File: src/rtl/delay_stage_arbiter.sv
// Two-requester round-robin arbiter with bounded burst ownership, feeding one
// registered 1-cycle delay stage with a valid/ready output handshake.
module delay_stage_arbiter #(
   parameter int DATA_WIDTH = 32,
   parameter int BURST      = 4
) (
   input  logic                  clk,
   input  logic                  n_rst,
   input  logic                  req_a,
   input  logic [DATA_WIDTH-1:0] data_a,
   output logic                  gnt_a,
   input  logic                  req_b,
   input  logic [DATA_WIDTH-1:0] data_b,
   output logic                  gnt_b,
   input  logic                  out_ready,
   output logic                  out_valid,
   output logic [DATA_WIDTH-1:0] out_data,
   output logic                  out_src
);

   localparam logic [1:0] OWN_NONE  = 2'd0;
   localparam logic [1:0] OWN_A     = 2'd1;
   localparam logic [1:0] OWN_B     = 2'd2;
   localparam logic [3:0] BURST_MAX = 4'(BURST);

   logic [1:0]            owner_q, owner_d;
   logic [3:0]            burst_q, burst_d;
   logic                  valid_q, valid_d;
   logic [DATA_WIDTH-1:0] data_q, data_d;
   logic                  src_q, src_d;
   logic                  slot_free;
   logic [1:0]            winner;

   assign slot_free = !valid_q || out_ready;

   // Owner keeps priority only while requesting and under its burst limit;
   // an uncontested owner may keep winning past the limit.
   always_comb begin
      gnt_a = 1'b0;
      gnt_b = 1'b0;
      if (n_rst && slot_free) begin
         case (owner_q)
            OWN_A: begin
               if (req_a && (burst_q < BURST_MAX)) gnt_a = 1'b1;
               else if (req_b)                     gnt_b = 1'b1;
               else if (req_a)                     gnt_a = 1'b1;
            end
            OWN_B: begin
               if (req_b && (burst_q < BURST_MAX)) gnt_b = 1'b1;
               else if (req_a)                     gnt_a = 1'b1;
               else if (req_b)                     gnt_b = 1'b1;
            end
            default: begin
               if (req_a)      gnt_a = 1'b1;
               else if (req_b) gnt_b = 1'b1;
            end
         endcase
      end
   end

   assign winner = gnt_b ? OWN_B : OWN_A;

   always_comb begin
      owner_d = owner_q;
      burst_d = burst_q;
      valid_d = valid_q;
      data_d  = data_q;
      src_d   = src_q;
      if (gnt_a || gnt_b) begin
         data_d  = gnt_b ? data_b : data_a;
         src_d   = gnt_b;
         valid_d = 1'b1;
         if (winner == owner_q) begin
            burst_d = (burst_q >= BURST_MAX) ? BURST_MAX : burst_q + 4'd1;
         end else begin
            owner_d = winner;
            burst_d = 4'd1;
         end
      end else if (out_ready) begin
         valid_d = 1'b0;
      end
   end

   always_ff @(posedge clk or negedge n_rst) begin
      if (!n_rst) begin
         owner_q <= OWN_NONE;
         burst_q <= 4'd0;
         valid_q <= 1'b0;
         data_q  <= '0;
         src_q   <= 1'b0;
      end else begin
         owner_q <= owner_d;
         burst_q <= burst_d;
         valid_q <= valid_d;
         data_q  <= data_d;
         src_q   <= src_d;
      end
   end

   assign out_valid = valid_q;
   assign out_data  = data_q;
   assign out_src   = src_q;

endmodule

File: config.mk
export PLATFORM = sky130hd
export DESIGN_NAME = delay_stage_arbiter
export DESIGN_NICKNAME = d
export VERILOG_FILES = /design/src/rtl/delay_stage_arbiter.sv
export SDC_FILE = /design/constraint.sdc
export NUM_CORES = 1
export LEC_CHECK = 0
export ABC_CLOCK_PERIOD_IN_PS = 6600
export BUFFER_PORTS_ARGS = -buffer_cell sky130_fd_sc_hd__buf_2
export CORE_ASPECT_RATIO = 1.2
export CORE_MARGIN = 5
export CORE_UTILIZATION = 45
export DETAILED_ROUTE_END_ITERATION = 10
export GPL_ROUTABILITY_DRIVEN = 0
export PLACE_DENSITY_LB_ADDON = 0.12
export SLEW_MARGIN = 20
export SYNTH_ARGS = -nofsm -noshare
export SYNTH_HDL_FRONTEND = slang
export SYNTH_SLANG_ARGS = --single-unit
File: constraint.sdc
create_clock -name clk -period 6.6 [get_ports clk]
set_input_delay 0.33 -clock clk [delete_from_list [all_inputs] [get_ports clk]]
set_output_delay 0.33 -clock clk [all_outputs]
set_load 0.05 [all_outputs]
==> results of run 1 <==
## final cells by class
| cell class | count | area (um2) | area share |
|---|---|---|---|
| Multi-Input combinational cell | 162 | 976 | 0.357 |
| Tap cell | 58 | 72.6 | 0.0265 |
| Timing Repair Buffer | 106 | 556 | 0.203 |
| Clock inverter | 2 | 35.0 | 0.0128 |
| Sequential cell | 40 | 1000 | 0.366 |
| Inverter | 6 | 23.8 | 0.00869 |
| Clock buffer | 6 | 72.6 | 0.0265 |
## sequential cells by signal, indices dropped and copies added (netlist names)
name / count
owner_q: 2
out_src: 1
burst_q: 4
out_valid: 1
out_data: 32
## kinds of logic (layout without fill, tap and decap cells)
| group | Yosys count | in the layout | synth area share |
|---|---|---|---|
| AND/OR/NAND/NOR | 80 | 80 | 0.158 |
| AO/OA/AOI/OAI | 76 | 76 | 0.272 |
| flip-flops | 40 | 40 | 0.480 |
| buffers and inverters | 20 | 120 | 0.0582 |
| adder cells (fa/ha/maj) | 3 | 3 | 0.0180 |
| multiplexers | 3 | 3 | 0.0150 |
## metal layers
metal | track usage | up-vias | share of wire
met2 | 0.321 | 60 | 0.52
met1 | 0.204 | 868 | 0.41
met5 | 0 | - | 0
li1 | - | 946 | -
met3 | 0.0503 | 2 | 0.066
met4 | 0.0564 | 0 | 0.0077
## where the power goes
part / leakage, nW / internal [mW] / switching [mW]
logic: 0.862 / 0.254 / 0.682
registers: 0.452 / 0.363 / 0.0654
clock network: 0.0552 / 0.112 / 0.0820
total: 1.37 / 0.729 / 0.830
## per-stage QoR
stage                     worst slack, ns  hold slack [ns]
after floorplan                      4.33           0.0344
after global placement               3.22            0.461
after detailed placement             3.23            0.474
after CTS                            2.99            0.182
after global routing                 2.83            0.236
final                                3.03            0.145
## cells in the mapped netlist, drive strengths merged
cell type,number,share of area
nand3,2,0.011
mux2i,2,0.0096
nor2,36,0.065
clkbuf,7,0.013
o21a,1,0.0036
or4b,1,0.0048
o311ai,2,0.016
a31oi,1,0.0030
o31ai,1,0.0036
mux2,1,0.0054
ha,3,0.018
nand2b,1,0.0030
buf,7,0.034
clkinv,1,0.0024
a21oi,66,0.23
dfrtp,40,0.48
o22ai,2,0.0060
inv,5,0.0090
o21ai,2,0.0048
nor3,2,0.0048
nand2,37,0.067
o311a,1,0.0048
and2,1,0.0030
## worst max path at each step
stage	end	startpoint	slack [ns]
after CTS	gnt_b	owner_q[0]$_DFFE_PN0P_	2.99
final	gnt_b	owner_q[0]$_DFFE_PN0P_	3.03
after floorplan	gnt_b	owner_q[0]$_DFFE_PN0P_	4.33
after global placement	gnt_b	n_rst	3.22
after detailed placement	gnt_b	n_rst	3.23
after global routing	gnt_b	owner_q[0]$_DFFE_PN0P_	2.83
==> impl_results.rst, run 1 <==
.. list-table::
   :header-rows: 1

   * - Metric
     - Value
   * - Result of the run
     - finished clean
   * - Mean instance size in the synthesized netlist
     - around 9.4 um2
   * - Delay of the slowest cell on the worst path
     - 0.67 ns
   * - Drt total wl
     - 5210 um
   * - Classification of the worst setup path
     - reg -> out
   * - Critical path arrival
     - 3.24 ns
   * - Sum Neg Setup Slack
     - 0 ns
   * - Summed area of non-filler cells in the final layout
     - roughly 2700 um2
   * - Cell family with the largest share of critical-path delay
     - buffers and inverters
   * - Crit start category
     - register
   * - Full die area
     - about 6100 um2
   * - Endpoints failing hold
     - 0
   * - Part of the Yosys area used for sequential elements
     - 0.480
   * - Data required time of the critical path
     - about 6.3 ns
   * - Worst Skew
     - ~0.0047 ns
   * - Post-Syn Nets
     - about 300
   * - Netlist area before placement
     - 2090 um2
   * - Endpoint of the lowest-slack register-to-register path
     - burst_q[1]$_DFFE_PN0P_
   * - Routed len/inst
     - about 14 um
   * - Clock insertion delay at the later pin of the skew report
     - approximately 0.29 ns
   * - Crit path max fanout
     - 38
   * - Critical path buffers and inverters
     - 3
   * - Layout cells sized above 1
     - 0.494
   * - Leading cell types in the layout, fill and taps excluded
     - sky130_fd_sc_hd__buf_2 (104), sky130_fd_sc_hd__a21oi_2 (40), sky130_fd_sc_hd__dfrtp_1 (40), sky130_fd_sc_hd__nand2_1 (37), sky130_fd_sc_hd__nor2_1 (36)
   * - Tightest Pin Transition
     - slightly below 0.9 ns
   * - Global route total overflow
     - 0
   * - Cell type of the slowest stage on the worst timing path
     - sky130_fd_sc_hd__clkinv_2
   * - Total routing usage reported by global routing
     - 0.180
   * - Count of vias placed by the detailed router
     - 1,876
   * - Final-stage net count
     - around 390
   * - Die Height
     - approximately 85 um
   * - Post-CTS setup buffer count
     - 0
   * - Power consumption
     - ~1.6 mW
   * - I/O pins
     - around 110
   * - TritonCTS sink count
     - 40
   * - RSZ-0062 raised after global routing
     - no
   * - Count of mapped cells out of synthesis
     - between 200 and 250
   * - Critical-path cell list
     - inv_1 > ha_1 > or4b_1 > o311ai_2 > nand3_4 > clkinv_2 > buf_2
   * - Number of port buffers
     - approximately 100
   * - Clock tree from TritonCTS
     - yes
   * - Min cycle time layout
     - approximately 3.6 ns
   * - Min-Delay Path Class
     - in -> async
   * - Static power due to leakage
     - 1.37 nW
   * - Number of global-route vias before repair
     - 1,915
   * - Number of standard-cell rows in the floorplan
     - 27
   * - Number of standard cells in the final layout excluding fillers
     - 380
   * - Total CTS buffers
     - 5
   * - Logic depth of the worst setup path including buffers
     - 7
   * - Maximum level of the CTS H-tree
     - 2
   * - Register-to-register setup slack
     - around 3.5 ns
   * - Cell depth of the worst flop-to-flop path
     - 8
   * - Half-perimeter wire length after placement
     - around 3800 um
   * - Final setup vio count
     - 0
   * - Post-cts hold buffer count
     - 0
   * - Share of the core filled with cells in the final layout
     - 0.600
   * - Areal power density over the cells
     - around 570 nW/um2
   * - Inserted Diodes
     - 0
   * - Number of cells in the design after placement
     - roughly 370
   * - Fill cell count
     - between 400 and 500
   * - Maximum number of pins on one net before global-route repair
     - 42
   * - Global-route wire length before repair
     - approximately 8700 um
   * - Distinct cells, synth
     - 28
   * - Area delta synth->final
     - 31.1%
   * - Chip width
     - between 70 and 80 um
   * - Effective utilization at floorplan
     - 0.458
   * - FMAX
     - roughly 0.28 GHz
   * - Number of routed nets with antenna violations
     - 0
   * - Sort of element at the end of the critical path
     - output pin
   * - Clock slew seen by the registers of the worst setup and hold paths
     - 0.08 ns
   * - Maximum capacitance violations
     - 0
   * - DRT iter0 DRCs
     - approximately 110
   * - Root buf cell
     - sky130_fd_sc_hd__clkbuf_8
   * - Worst reg2reg path startpoint
     - owner_q[0]$_DFFE_PN0P_
   * - Drt pass-1 iters
     - 4
   * - Placement Cell Area
     - 2600 um2
   * - Detail-routed via count per cell
     - slightly below 5
   * - Number of slew-limit violations in the final report
     - 0
   * - Worst-case clock buffer depth
     - 2
   * - Standard cell core area
     - roughly 4600 um2
   * - Number of antenna violations at the first check in global routing
     - 0
   * - Peak supply drop
     - 0.238 mV
   * - Cts repair resizes
     - 0
   * - Number of storage elements in the synthesis netlist
     - 40
   * - Most common cell after layout, fill and taps aside
     - sky130_fd_sc_hd__buf_2
   * - Count of warnings emitted by yosys
     - 0
   * - Number of DRC violations after detailed routing
     - 0
   * - Post-route clock period utilization
     - 0.541
   * - Slew HR
     - 0.410
Power figures use the tool's default switching activity.
==> run 2, diff against run 1 <==
--- a/config.mk
+++ b/config.mk
@@ -5,11 +5,11 @@
 export SDC_FILE = /design/constraint.sdc
 export NUM_CORES = 1
 export LEC_CHECK = 0
-export ABC_CLOCK_PERIOD_IN_PS = 6600
+export ABC_CLOCK_PERIOD_IN_PS = 3000
 export BUFFER_PORTS_ARGS = -buffer_cell sky130_fd_sc_hd__buf_2
 export CORE_ASPECT_RATIO = 1.2
 export CORE_MARGIN = 5
-export CORE_UTILIZATION = 45
+export CORE_UTILIZATION = 41
 export DETAILED_ROUTE_END_ITERATION = 10
 export GPL_ROUTABILITY_DRIVEN = 0
 export PLACE_DENSITY_LB_ADDON = 0.12
==> constraint.sdc (replaced) <==
create_clock -name clk -period 3 [get_ports clk]
set_input_delay 0.15 -clock clk [delete_from_list [all_inputs] [get_ports clk]]
set_output_delay 0.15 -clock clk [all_outputs]
set_load 0.05 [all_outputs]
==> run 2 against run 1 <==
Worst hold slack lost 0.063 ns. Sequential share of layout area shrank 0.17 points. Critical path depth is the same. Clock-buffer cell count is the same. Via count grew 1.5%. Die area grew 8.5%.
==> impl_results.rst, run 2 (same netlist as run 1, synthesis figures left out) <==
.. list-table::
   :header-rows: 1

   * - Metric
     - Value
   * - Areal power density over the cells
     - 1220 nW/um2
   * - I/O pins
     - 105
   * - Full die area
     - approximately 6600 um2
   * - Drt total wl
     - ~5500 um
   * - Total routing usage reported by global routing
     - 0.171
   * - Result of the run
     - finished clean
   * - Critical path arrival
     - ~2.5 ns
   * - Die Height
     - 88.2 um
   * - Endpoint of the lowest-slack register-to-register path
     - burst_q[0]$_DFFE_PN0P_
   * - Placement Cell Area
     - ~2600 um2
   * - Crit path max fanout
     - 21
   * - Leading cell types in the layout, fill and taps excluded
     - sky130_fd_sc_hd__buf_2 (104), sky130_fd_sc_hd__a21oi_2 (40), sky130_fd_sc_hd__dfrtp_1 (40), sky130_fd_sc_hd__nand2_1 (37), sky130_fd_sc_hd__nor2_1 (36)
   * - Cts repair resizes
     - 0
   * - Min cycle time layout
     - ~2.7 ns
   * - Static power due to leakage
     - 1.38 nW
   * - Detail-routed via count per cell
     - 4.93
   * - Tightest Pin Transition
     - 0.580 ns
   * - Root buf cell
     - sky130_fd_sc_hd__clkbuf_8
   * - Sum Neg Setup Slack
     - 0 ns
   * - Number of port buffers
     - 104
   * - Endpoints failing hold
     - 0
   * - RSZ-0062 raised after global routing
     - no
   * - Total CTS buffers
     - 5
   * - Chip width
     - ~75 um
   * - Inserted Diodes
     - 0
   * - Summed area of non-filler cells in the final layout
     - approximately 2700 um2
   * - Hold path endpoint
     - out_data[22]$_DFFE_PN0P_
   * - Worst-case clock buffer depth
     - 2
   * - Routed len/inst
     - approximately 14 um
   * - TritonCTS sink count
     - 40
   * - Drt pass-1 iters
     - 4
   * - Register-to-register setup slack
     - 0.52 ns
   * - Final setup vio count
     - 0
   * - Half-perimeter wire length after placement
     - 3920 um
   * - Post-cts hold buffer count
     - 1
   * - Post-route clock period utilization
     - 0.884
   * - Sort of element at the end of the critical path
     - output pin
   * - DRT iter0 DRCs
     - 95
   * - Data required time of the critical path
     - 2.85 ns
   * - Number of slew-limit violations in the final report
     - 0
   * - Maximum capacitance violations
     - 0
   * - Global-route wire length before repair
     - 8690 um
   * - Number of standard-cell rows in the floorplan
     - 28
   * - Post-CTS setup buffer count
     - 0
   * - Peak supply drop
     - 0.598 mV
   * - Maximum level of the CTS H-tree
     - 2
   * - Worst reg2reg path startpoint
     - owner_q[0]$_DFFE_PN0P_
   * - Most common cell after layout, fill and taps aside
     - sky130_fd_sc_hd__buf_2
   * - Cell depth of the worst flop-to-flop path
     - 9
   * - Crit start category
     - register
   * - Number of global-route vias before repair
     - about 1,900
   * - Classification of the worst setup path
     - reg -> out
   * - Count of vias placed by the detailed router
     - roughly 1,900
   * - Worst Skew
     - around 0.0044 ns
   * - Clock slew seen by the registers of the worst setup and hold paths
     - 0.08 ns
   * - Hold-critical path depth
     - 3
   * - Clock tree from TritonCTS
     - yes
   * - Effective utilization at floorplan
     - 0.422
   * - Standard cell core area
     - ~4900 um2
   * - Fill cell count
     - 472
   * - Clock insertion delay at the later pin of the skew report
     - 0.29 ns
   * - Final-stage net count
     - about 400
   * - Number of routed nets with antenna violations
     - 0
   * - Global route total overflow
     - 0
   * - Slew HR
     - 0.613
   * - Area delta synth->final
     - 31.7%
   * - Number of flip-flops in the largest register
     - 32
   * - Number of DRC violations after detailed routing
     - 0
   * - Maximum number of pins on one net before global-route repair
     - 41
   * - HP Start
     - data_a[22]
   * - Min-Delay Path Class
     - in -> reg
   * - Number of antenna violations at the first check in global routing
     - 0
   * - FMAX
     - about 0.38 GHz
   * - Layout cells sized above 1
     - 0.497
==> run 2: worst max-delay path by stage <==
stage	start	endpoint	slack, ns	cells past startpoint
after floorplan	owner_q[0]$_DFFE_PN0P_	out_data[15]$_DFFE_PN0P_	0.73	9
after global placement	owner_q[0]$_DFFE_PN0P_	out_data[24]$_DFFE_PN0P_	0.55	9
after detailed placement	owner_q[0]$_DFFE_PN0P_	out_data[24]$_DFFE_PN0P_	0.50	9
after CTS	owner_q[0]$_DFFE_PN0P_	gnt_b	0.32	7
after global routing	owner_q[0]$_DFFE_PN0P_	gnt_b	0.21	7
final	owner_q[0]$_DFFE_PN0P_	gnt_b	0.35	7
==> run 2: power by group <==
group | internal [mW] | switching [mW] | leakage [nW]
clock | 0.158 | 0.179 | 0.0410
sequential | 0.798 | 0.142 | 0.452
combinational | 0.570 | 1.51 | 0.886
total | 1.53 | 1.83 | 1.38
==> run 2: final cells by class <==
type / instances / area [um2] / area share
Clock buffer: 6 / 72.6 / 0.0264
Timing Repair Buffer: 111 / 596 / 0.217
Multi-Input combinational cell: 162 / 976 / 0.355
Inverter: 6 / 23.8 / 0.00865
Sequential cell: 40 / 1000 / 0.364
Tap cell: 60 / 75.1 / 0.0273
Clock inverter: 1 / 5.00 / 0.00182
==> run 2: worst max-delay path, stage by stage, from the launching register on <==
cell and delay [ns]:
sky130_fd_sc_hd__dfrtp_1 0.41, sky130_fd_sc_hd__inv_1 0.09, sky130_fd_sc_hd__ha_1 0.36, sky130_fd_sc_hd__or4b_1 0.50
sky130_fd_sc_hd__o311ai_2 0.12, sky130_fd_sc_hd__nand3_4 0.11, sky130_fd_sc_hd__clkinv_2 0.28, sky130_fd_sc_hd__buf_2 0.34
==> run 2: through the flow <==
stage               utilization  setup WS [ns]  power (mW)  hold WS, ns  instances
global placement          0.533          0.553        3.00        0.278        377
global route              0.556          0.212        3.59       0.0711        386
detailed placement        0.533          0.500        3.03        0.269        377
finish                    0.556          0.349        3.36       0.0826        386
CTS                       0.551          0.321        3.37       0.0727        385
floorplan                     -          0.735        2.56       -0.146        222
==> run 2: routing by layer <==
metal	vias to the layer above	share of wire	global-route usage	wire length [um]
met1	878	0.44	0.210	2410
met4	0	0.012	0.0525	66
li1	957	-	-	-
met2	62	0.48	0.292	2660
met3	7	0.071	0.0448	391
met5	-	0	0	0
